## config.mk

```make
export PLATFORM = sky130hd
export DESIGN_NAME = scanline_pingpong_ram_flat
export DESIGN_NICKNAME = d
export VERILOG_FILES = /design/src/rtl/scanline_pingpong_ram_if.sv /design/src/rtl/scanline_pingpong_ram.sv /design/src/flat_wrapper.sv
export SDC_FILE = /design/constraint.sdc
export NUM_CORES = 1
export LEC_CHECK = 0
export ABC_CLOCK_PERIOD_IN_PS = 4400
export CORE_AREA = 4 4 138 166
export DETAILED_ROUTE_END_ITERATION = 16
export DIE_AREA = 0 0 142 170
export PLACE_DENSITY = 0.83
export SLEW_MARGIN = 20
export SYNTH_ARGS = -nofsm -noshare
export SYNTH_HDL_FRONTEND = slang
export SYNTH_SLANG_ARGS = --single-unit
```

## constraint.sdc

```tcl
create_clock -name clk -period 4.4 [get_ports clk]
set_input_delay 0.66 -clock clk [delete_from_list [all_inputs] [get_ports clk]]
set_output_delay 0.66 -clock clk [all_outputs]
set_load 0.01 [all_outputs]
```

## src/rtl/scanline_pingpong_ram_if.sv

```systemverilog
// scanline_pingpong_ram_if: write, read and swap signals of the double-buffered scanline store
interface scanline_pingpong_ram_if #(
   parameter int DATA_W = 8,
   parameter int ADDR_W = 5
);
   logic              wr_en;
   logic [ADDR_W-1:0] wr_addr;
   logic [DATA_W-1:0] wr_data;
   logic              rd_en;
   logic [ADDR_W-1:0] rd_addr;
   logic [DATA_W-1:0] rd_data;
   logic              rd_valid;
   logic              swap_req;
   logic              swap_ack;
   logic              front_bank;
   logic              back_full;
   logic              oob_err;
   modport master (
      output wr_en, wr_addr, wr_data, rd_en, rd_addr, swap_req,
      input  rd_data, rd_valid, swap_ack, front_bank, back_full, oob_err
   );
   modport slave (
      input  wr_en, wr_addr, wr_data, rd_en, rd_addr, swap_req,
      output rd_data, rd_valid, swap_ack, front_bank, back_full, oob_err
   );
endinterface

```

## src/rtl/scanline_pingpong_ram.sv

```systemverilog
// scanline_pingpong_ram: two-bank scanline store; fetcher fills the back bank, display reads the front bank
module scanline_pingpong_ram #(
   parameter int DATA_W = 8,
   parameter int DEPTH  = 20,
   parameter int ADDR_W = 5
) (
   input logic clk,
   input logic rst,
   scanline_pingpong_ram_if.slave bus
);
   typedef enum logic {IDLE, PENDING} state_t;
   localparam logic [ADDR_W:0] LIMIT = DEPTH[ADDR_W:0];
   state_t state, stateNext;
   logic [DATA_W-1:0] mem [2][DEPTH];
   logic [DEPTH-1:0] bitmap, bitmapNext;
   logic wrIn, rdIn, swapNow;
   always_comb begin
      wrIn = {1'b0, bus.wr_addr} < LIMIT;
      rdIn = {1'b0, bus.rd_addr} < LIMIT;
      swapNow = bus.back_full && (state == PENDING || bus.swap_req);
      stateNext = swapNow ? IDLE : (bus.swap_req ? PENDING : state);
      // a write on the swap edge goes to the new front bank, so it is never tracked
      bitmapNext = swapNow ? '0 : bitmap | ((bus.wr_en && wrIn) ? DEPTH'(1) << bus.wr_addr : '0);
   end
   always_ff @(posedge clk) begin
      if (rst) state <= IDLE;
      else state <= stateNext;
   end
   always_ff @(posedge clk) begin
      if (rst) begin
         bitmap         <= '0;
         bus.front_bank <= 1'b0;
         bus.back_full  <= 1'b0;
         bus.swap_ack   <= 1'b0;
         bus.rd_data    <= '0;
         bus.rd_valid   <= 1'b0;
         bus.oob_err    <= 1'b0;
      end else begin
         bitmap         <= bitmapNext;
         bus.back_full  <= &bitmapNext;
         bus.front_bank <= bus.front_bank ^ swapNow;
         bus.swap_ack   <= swapNow;
         bus.rd_valid   <= bus.rd_en;
         if (bus.rd_en) bus.rd_data <= rdIn ? mem[bus.front_bank][bus.rd_addr] : '0;
         bus.oob_err    <= (bus.rd_en && !rdIn) || (bus.wr_en && !wrIn);
      end
   end
   always_ff @(posedge clk) begin
      if (!rst && bus.wr_en && wrIn) mem[~bus.front_bank][bus.wr_addr] <= bus.wr_data;
   end
endmodule

```

## src/flat_wrapper.sv

```systemverilog
// flat-port wrapper written by rule: the top's interface ports become plain ports
module scanline_pingpong_ram_flat 
#(
   parameter int DATA_W = 8,
   parameter int DEPTH  = 20,
   parameter int ADDR_W = 5
)
  (clk, rst, bus_wr_en, bus_wr_addr, bus_wr_data, bus_rd_en, bus_rd_addr, bus_swap_req, bus_rd_data, bus_rd_valid, bus_swap_ack, bus_front_bank, bus_back_full, bus_oob_err);
  scanline_pingpong_ram_if #(.DATA_W(DATA_W), .ADDR_W(ADDR_W)) bus_i ();
  input logic clk;
  input logic rst;
  input wire logic [$bits(bus_i.wr_en)-1:0] bus_wr_en;
  input wire logic [$bits(bus_i.wr_addr)-1:0] bus_wr_addr;
  input wire logic [$bits(bus_i.wr_data)-1:0] bus_wr_data;
  input wire logic [$bits(bus_i.rd_en)-1:0] bus_rd_en;
  input wire logic [$bits(bus_i.rd_addr)-1:0] bus_rd_addr;
  input wire logic [$bits(bus_i.swap_req)-1:0] bus_swap_req;
  output wire logic [$bits(bus_i.rd_data)-1:0] bus_rd_data;
  output wire logic [$bits(bus_i.rd_valid)-1:0] bus_rd_valid;
  output wire logic [$bits(bus_i.swap_ack)-1:0] bus_swap_ack;
  output wire logic [$bits(bus_i.front_bank)-1:0] bus_front_bank;
  output wire logic [$bits(bus_i.back_full)-1:0] bus_back_full;
  output wire logic [$bits(bus_i.oob_err)-1:0] bus_oob_err;
  assign bus_i.wr_en = bus_wr_en;
  assign bus_i.wr_addr = bus_wr_addr;
  assign bus_i.wr_data = bus_wr_data;
  assign bus_i.rd_en = bus_rd_en;
  assign bus_i.rd_addr = bus_rd_addr;
  assign bus_i.swap_req = bus_swap_req;
  assign bus_rd_data = bus_i.rd_data;
  assign bus_rd_valid = bus_i.rd_valid;
  assign bus_swap_ack = bus_i.swap_ack;
  assign bus_front_bank = bus_i.front_bank;
  assign bus_back_full = bus_i.back_full;
  assign bus_oob_err = bus_i.oob_err;
  scanline_pingpong_ram #(.DATA_W(DATA_W), .DEPTH(DEPTH), .ADDR_W(ADDR_W)) u_core (.clk(clk), .rst(rst), .bus(bus_i));
endmodule
```

=== After elaboration in Yosys (flattened, before gate mapping) ===
Memory sizes are Yosys's and may differ from the RTL's. A register that Yosys moved wholly into a read port is not among the register bits.
Cells that the tools add are included.

* Order comparisons: 5
* Shift operators: 1
* Multiplexer cells: 11
* Bitwise operators: 5
* Reduce and logical (&&, ||, !) cells: 14

{| class="wikitable"
|+ Operators with widths
! cell !! count
|-
| 160-bit two-way mux || 1
|-
| 8-bit binary-select mux with 5-bit select || 1
|-
| 8-bit demux with 5-bit select || 1
|-
| 20-bit two-way mux || 2
|-
| 8-bit two-way mux || 4
|-
| 20-bit bitwise OR || 1
|-
| 20-bit AND reduction || 1
|-
| 1-bit by 5-bit << shifter with 20-bit output, first input constant || 1
|-
| 6-bit greater-or-equal comparator, second input constant || 2
|-
| 5-bit inverter with 6-bit output || 2
|-
| 5-bit less-than comparator, second input constant || 2
|-
| 1-bit logical AND || 7
|-
| 6-bit by 1-bit less-than comparator with 1-bit output, second input constant || 1
|-
| 1-bit zero test || 3
|-
| 1-bit logical OR || 2
|-
| 1-bit two-way mux || 2
|-
| 2-bit OR reduction || 1
|-
| 1-bit inverter || 1
|-
| 1-bit bitwise XOR || 1
|}

* Flip-flop bits (word level): 34
* RAM bits: 320
* Bits of input ports: 23
* Memories: 1

{| class="wikitable"
|+ Memory list
! memory !! depth !! width !! read ports !! clocked after memory_dff !! write ports !! RTL line !! source
|-
| u_core.mem || 2 || 160 || 1 || 1 || 1 || scanline_pingpong_ram.sv:14 || <nowiki>logic [DATA_W-1:0] mem [2][DEPTH];</nowiki>
|}

=== Depth between registers and ports, before layout ===
* Depth in word-level cells: 6
* Depth in mapped cells: 10
* Gate-level depth less buffers: 5

=== Worst setup path before layout ===
OpenSTA, ideal clock, no wires.

* Kind: register -> register
* Start: register u_core.bus.front_bank
* End: memory u_core.mem[0][0] (netlist bit) (enable)
* Setup time: 0.370 ns
* Arrival time: 2.098 ns
* Required time: 4.030 ns
* Setup slack: 1.931 ns
* Stages on the path, launching flop included: 9
* Path buffers: 5
* Period minus slack after synthesis: 2.469 ns
* Cells stage by stage: dfxtp_1 buf_4 buf_6 buf_4 buf_4 buf_4 nor2b_1 nand3_1 nor2_1

* Longest elaborated chain between the ends: 1

{| class="wikitable"
|+ RTL lines
! item !! RTL line !! source
|-
| from (decl) || scanline_pingpong_ram_if.sv:24 || <nowiki>output rd_data, rd_valid, swap_ack, front_bank, back_full, oob_err</nowiki>
|-
| from (signal assigned) || scanline_pingpong_ram.sv:41 || <nowiki>bus.front_bank <= bus.front_bank ^ swapNow;</nowiki>
|-
| 1-bit inverter || scanline_pingpong_ram.sv:49 || <nowiki>if (!rst && bus.wr_en && wrIn) mem[~bus.front_bank][bus.wr_addr] <= bus.wr_data;</nowiki>
|-
| to (decl) || scanline_pingpong_ram.sv:14 ||
|}

Every way passes these cells.

==> flow_summary.toml <==
[min_path]
worst_hold_path.endpoint = "u_core.bus.rd_data[3]"
hold_start = "u_core.bus.rd_data[3]"
hold_depth = 2
hp-class = "reg2reg"

[synth]
synth_top_area_cell = "edfxtp_1"
ys_warn_count = 0
synth-seq-cells = 354
synth_top_area_share_pct = 69.2
syn_inst = 727
synth_nets = 750
ys_top_cells_by_count = "320 x edfxtp_1, 95 x nor2_1, 60 x mux4_2"
ys.flop_type = "edfxtp_1"
synthMostInstantiatedCell = "edfxtp_1"
synth_edf_count = 320
yosysSeqAreaShare_pct = 74.1
async_flop_share_pct = 0
syn_area_per_cell_sq_um = 19.1
synth.distinct_cells = 51
syn_area_sq_mm = 0.0139
synthTopCellsByArea = "edfxtp_1 69%, mux4_2 9.7%, dfxtp_1 4.9%, mux4_1 4.0%, nor2_1 2.6%"

[global_route]
grt_overflow = 0
grt_pass1_wl_um = 47400
grt_antenna_before_repair = 1
grt_max_degree = 66
grtUsageTotal_pct = 26.8
grt_pass1_vias = 7494

[routing]
drt_iter0_drc = 967
antenna_left = 0
drcViolationCount = 0
routed_wl_um = 31300
post_drt_wl_per_cell_um = 29.3
drt_pre_antenna_iters = 6
via_per_inst = 6.95
dr_total_vias = 7420

[clock_network]
cts-root-buf = "clkbuf_16"
cts_resized = 0
cts.htree.levels = 2
post_cts_buffers = 0
cts_tree = "done"
postCtsHoldBufs = 0
clk_transition_reported_paths_ns = 0.06
clkLatencyLatePin_ns = 0.51
clockBufferDepth = 3
cts_sinks = 354
cts_buffers = 34

[sta]
fin_tns_setup_ns = 0
slew_headroom_pct = 30.2
post-route-min-period_ns = 3.08
setup_viol = 0
maxSlewViolCount = 0
max_freq_mhz = 325
min_period_over_period_pct = 70.0
timing.hold.ws_ns = 0.473
tightest_slew_ns = 1.05
hold_viol = 0
skew_ns = 0.0122
rsz0062_at_grt = "false"

[floorplanning]
die_w_um = 142
rows = 59
io_pins = 36
initial_core_util_pct = 64.7
dieHeight_um = 170
dieArea_sq_mm = 0.0241
core_area_sq_mm = 0.0215

[power]
cellLeakagePower_uw = 0.00491
p_total_uw = 6890
power_density_mw_per_mm2 = 443
ir_drop_uv = 365

[cells_and_area]
finalNetCount = 793
fin_cells = 1068
drive_gt1_share_pct = 17.0
syn_to_final_growth_pct = 11.8
num_antenna_cells = 0
final_util_pct = 72.3

[critical_path]
r2r_start = "u_core.bus.front_bank"
critPathKind = "reg2reg"
arrival_ns = 3.44
r2r_slack_ns = 1.32
reg2reg_to = "u_core.bus.rd_data[4]"
startpoint_type = "flip-flop"
cp_max_fo = 37
cp.required_ns = 4.76
worst_r2r_path_depth = 6
end_kind = "flip-flop"

[run]
max_cap_viol_count = 0

[placed_design]
place.gp.congestion = 0.875
port_buffers = 35
placed_cells = 1008
dp_hpwl_um = 18800

[outcome]
outcome = "finished clean"
[per-layer routing]
layer  GRT usage (%)  wire [um]
met1            37.4      11300
met2            43.0      15400
met3            5.34       3360
met4            9.56       1270
met5               0         12
[state kept, by name (all words and copies together) (netlist names)]
signal / cells
u_core.bitmap: 20
u_core.bus.back_full: 1
u_core.bus.front_bank: 1
u_core.bus.oob_err: 1
u_core.bus.rd_data: 8
u_core.bus.rd_valid: 1
u_core.bus.swap_ack: 1
u_core.mem: 320
u_core.state: 1
[worst max-delay path by stage]
stage | to | startpoint | cells after the start
floorplan | u_core.mem[0][0] | u_core.bus.front_bank | 8
global placement | u_core.mem[1][127] | bus_wr_addr[1] | 4
detailed placement | u_core.mem[1][24] | bus_wr_addr[1] | 4
CTS | u_core.bus.rd_data[4] | u_core.bus.front_bank | 6
global route | u_core.bus.rd_data[4] | u_core.bus.front_bank | 6
finish | u_core.bus.rd_data[4] | u_core.bus.front_bank | 6
[area by class of cell]
| class | count | area, sq um |
|---|---|---|
| flip-flops and latches | 354 | 10300 |
| fillers | 1163 | 5940 |
| multi-input cells | 330 | 3350 |
| clock buffers | 46 | 970 |
| repair buffers | 46 | 420 |
| well taps | 274 | 343 |
| clock inverters | 14 | 150 |
| inverters | 4 | 15.0 |
[power by group]
group	leakage (uW)	total [uW]	switching [uW]	internal [uW]
clock	0.000554	2920	1190	1730
sequential	0.00315	3690	8.08	3680
combinational	0.00120	280	178	102
total	0.00491	6890	1380	5510
[logic make-up (layout without fill, tap and decap cells)]
family,after synthesis,count (layout),synth area share [%]
AO/OA/AOI/OAI,66,66,3.25
XOR/XNOR,1,1,0.0630
buffers and inverters,43,110,1.86
flip-flops,354,354,74.1
multiplexers,103,103,15.3
AND/OR/NAND/NOR,160,160,5.44
[through the flow]
stage / setup WS (ns) / cell area [sq um]
floorplan: 1.93 / 13900
global placement: 1.14 / 14400
detailed placement: 1.06 / 14400
CTS: 1.31 / 15500
global route: 1.16 / 15500
finish: 1.32 / 15500
[placed cells by master, fill, tap and decap left out, types with 3 or more instances in the layout]
cell	synthesis	routed
buf_4	9	12
nand4bb_1	3	3
mux4_1	21	21
a21oi_1	19	19
a211oi_1	9	9
inv_1	4	4
nor2_1	95	95
nand2b_1	10	10
mux2_2	6	6
clkbuf_1	16	8
o22ai_1	7	7
clkinv_2	0	7
bufinv_16	0	3
nand3_1	7	7
dfxtp_1	34	33
a31oi_1	3	3
o41ai_1	4	4
mux4_2	60	60
edfxtp_1	320	320
clkdlybuf4s50_1	0	32
o21ai_0	5	5
clkbuf_16	0	37
nand2_1	19	19
mux2i_1	16	16
and4bb_2	3	3
o211ai_1	3	3
nor2b_1	9	9
and2_1	3	3
[worst max-delay path: stages, from the launching register on]
cell and delay [ns]:
dfxtp_4 0.73, buf_4 0.56, mux4_2 0.60, o21ai_0 0.20, o21ai_0 0.19, a211oi_1 0.44, o21ai_0 0.15
Power figures use the tool's default switching activity.
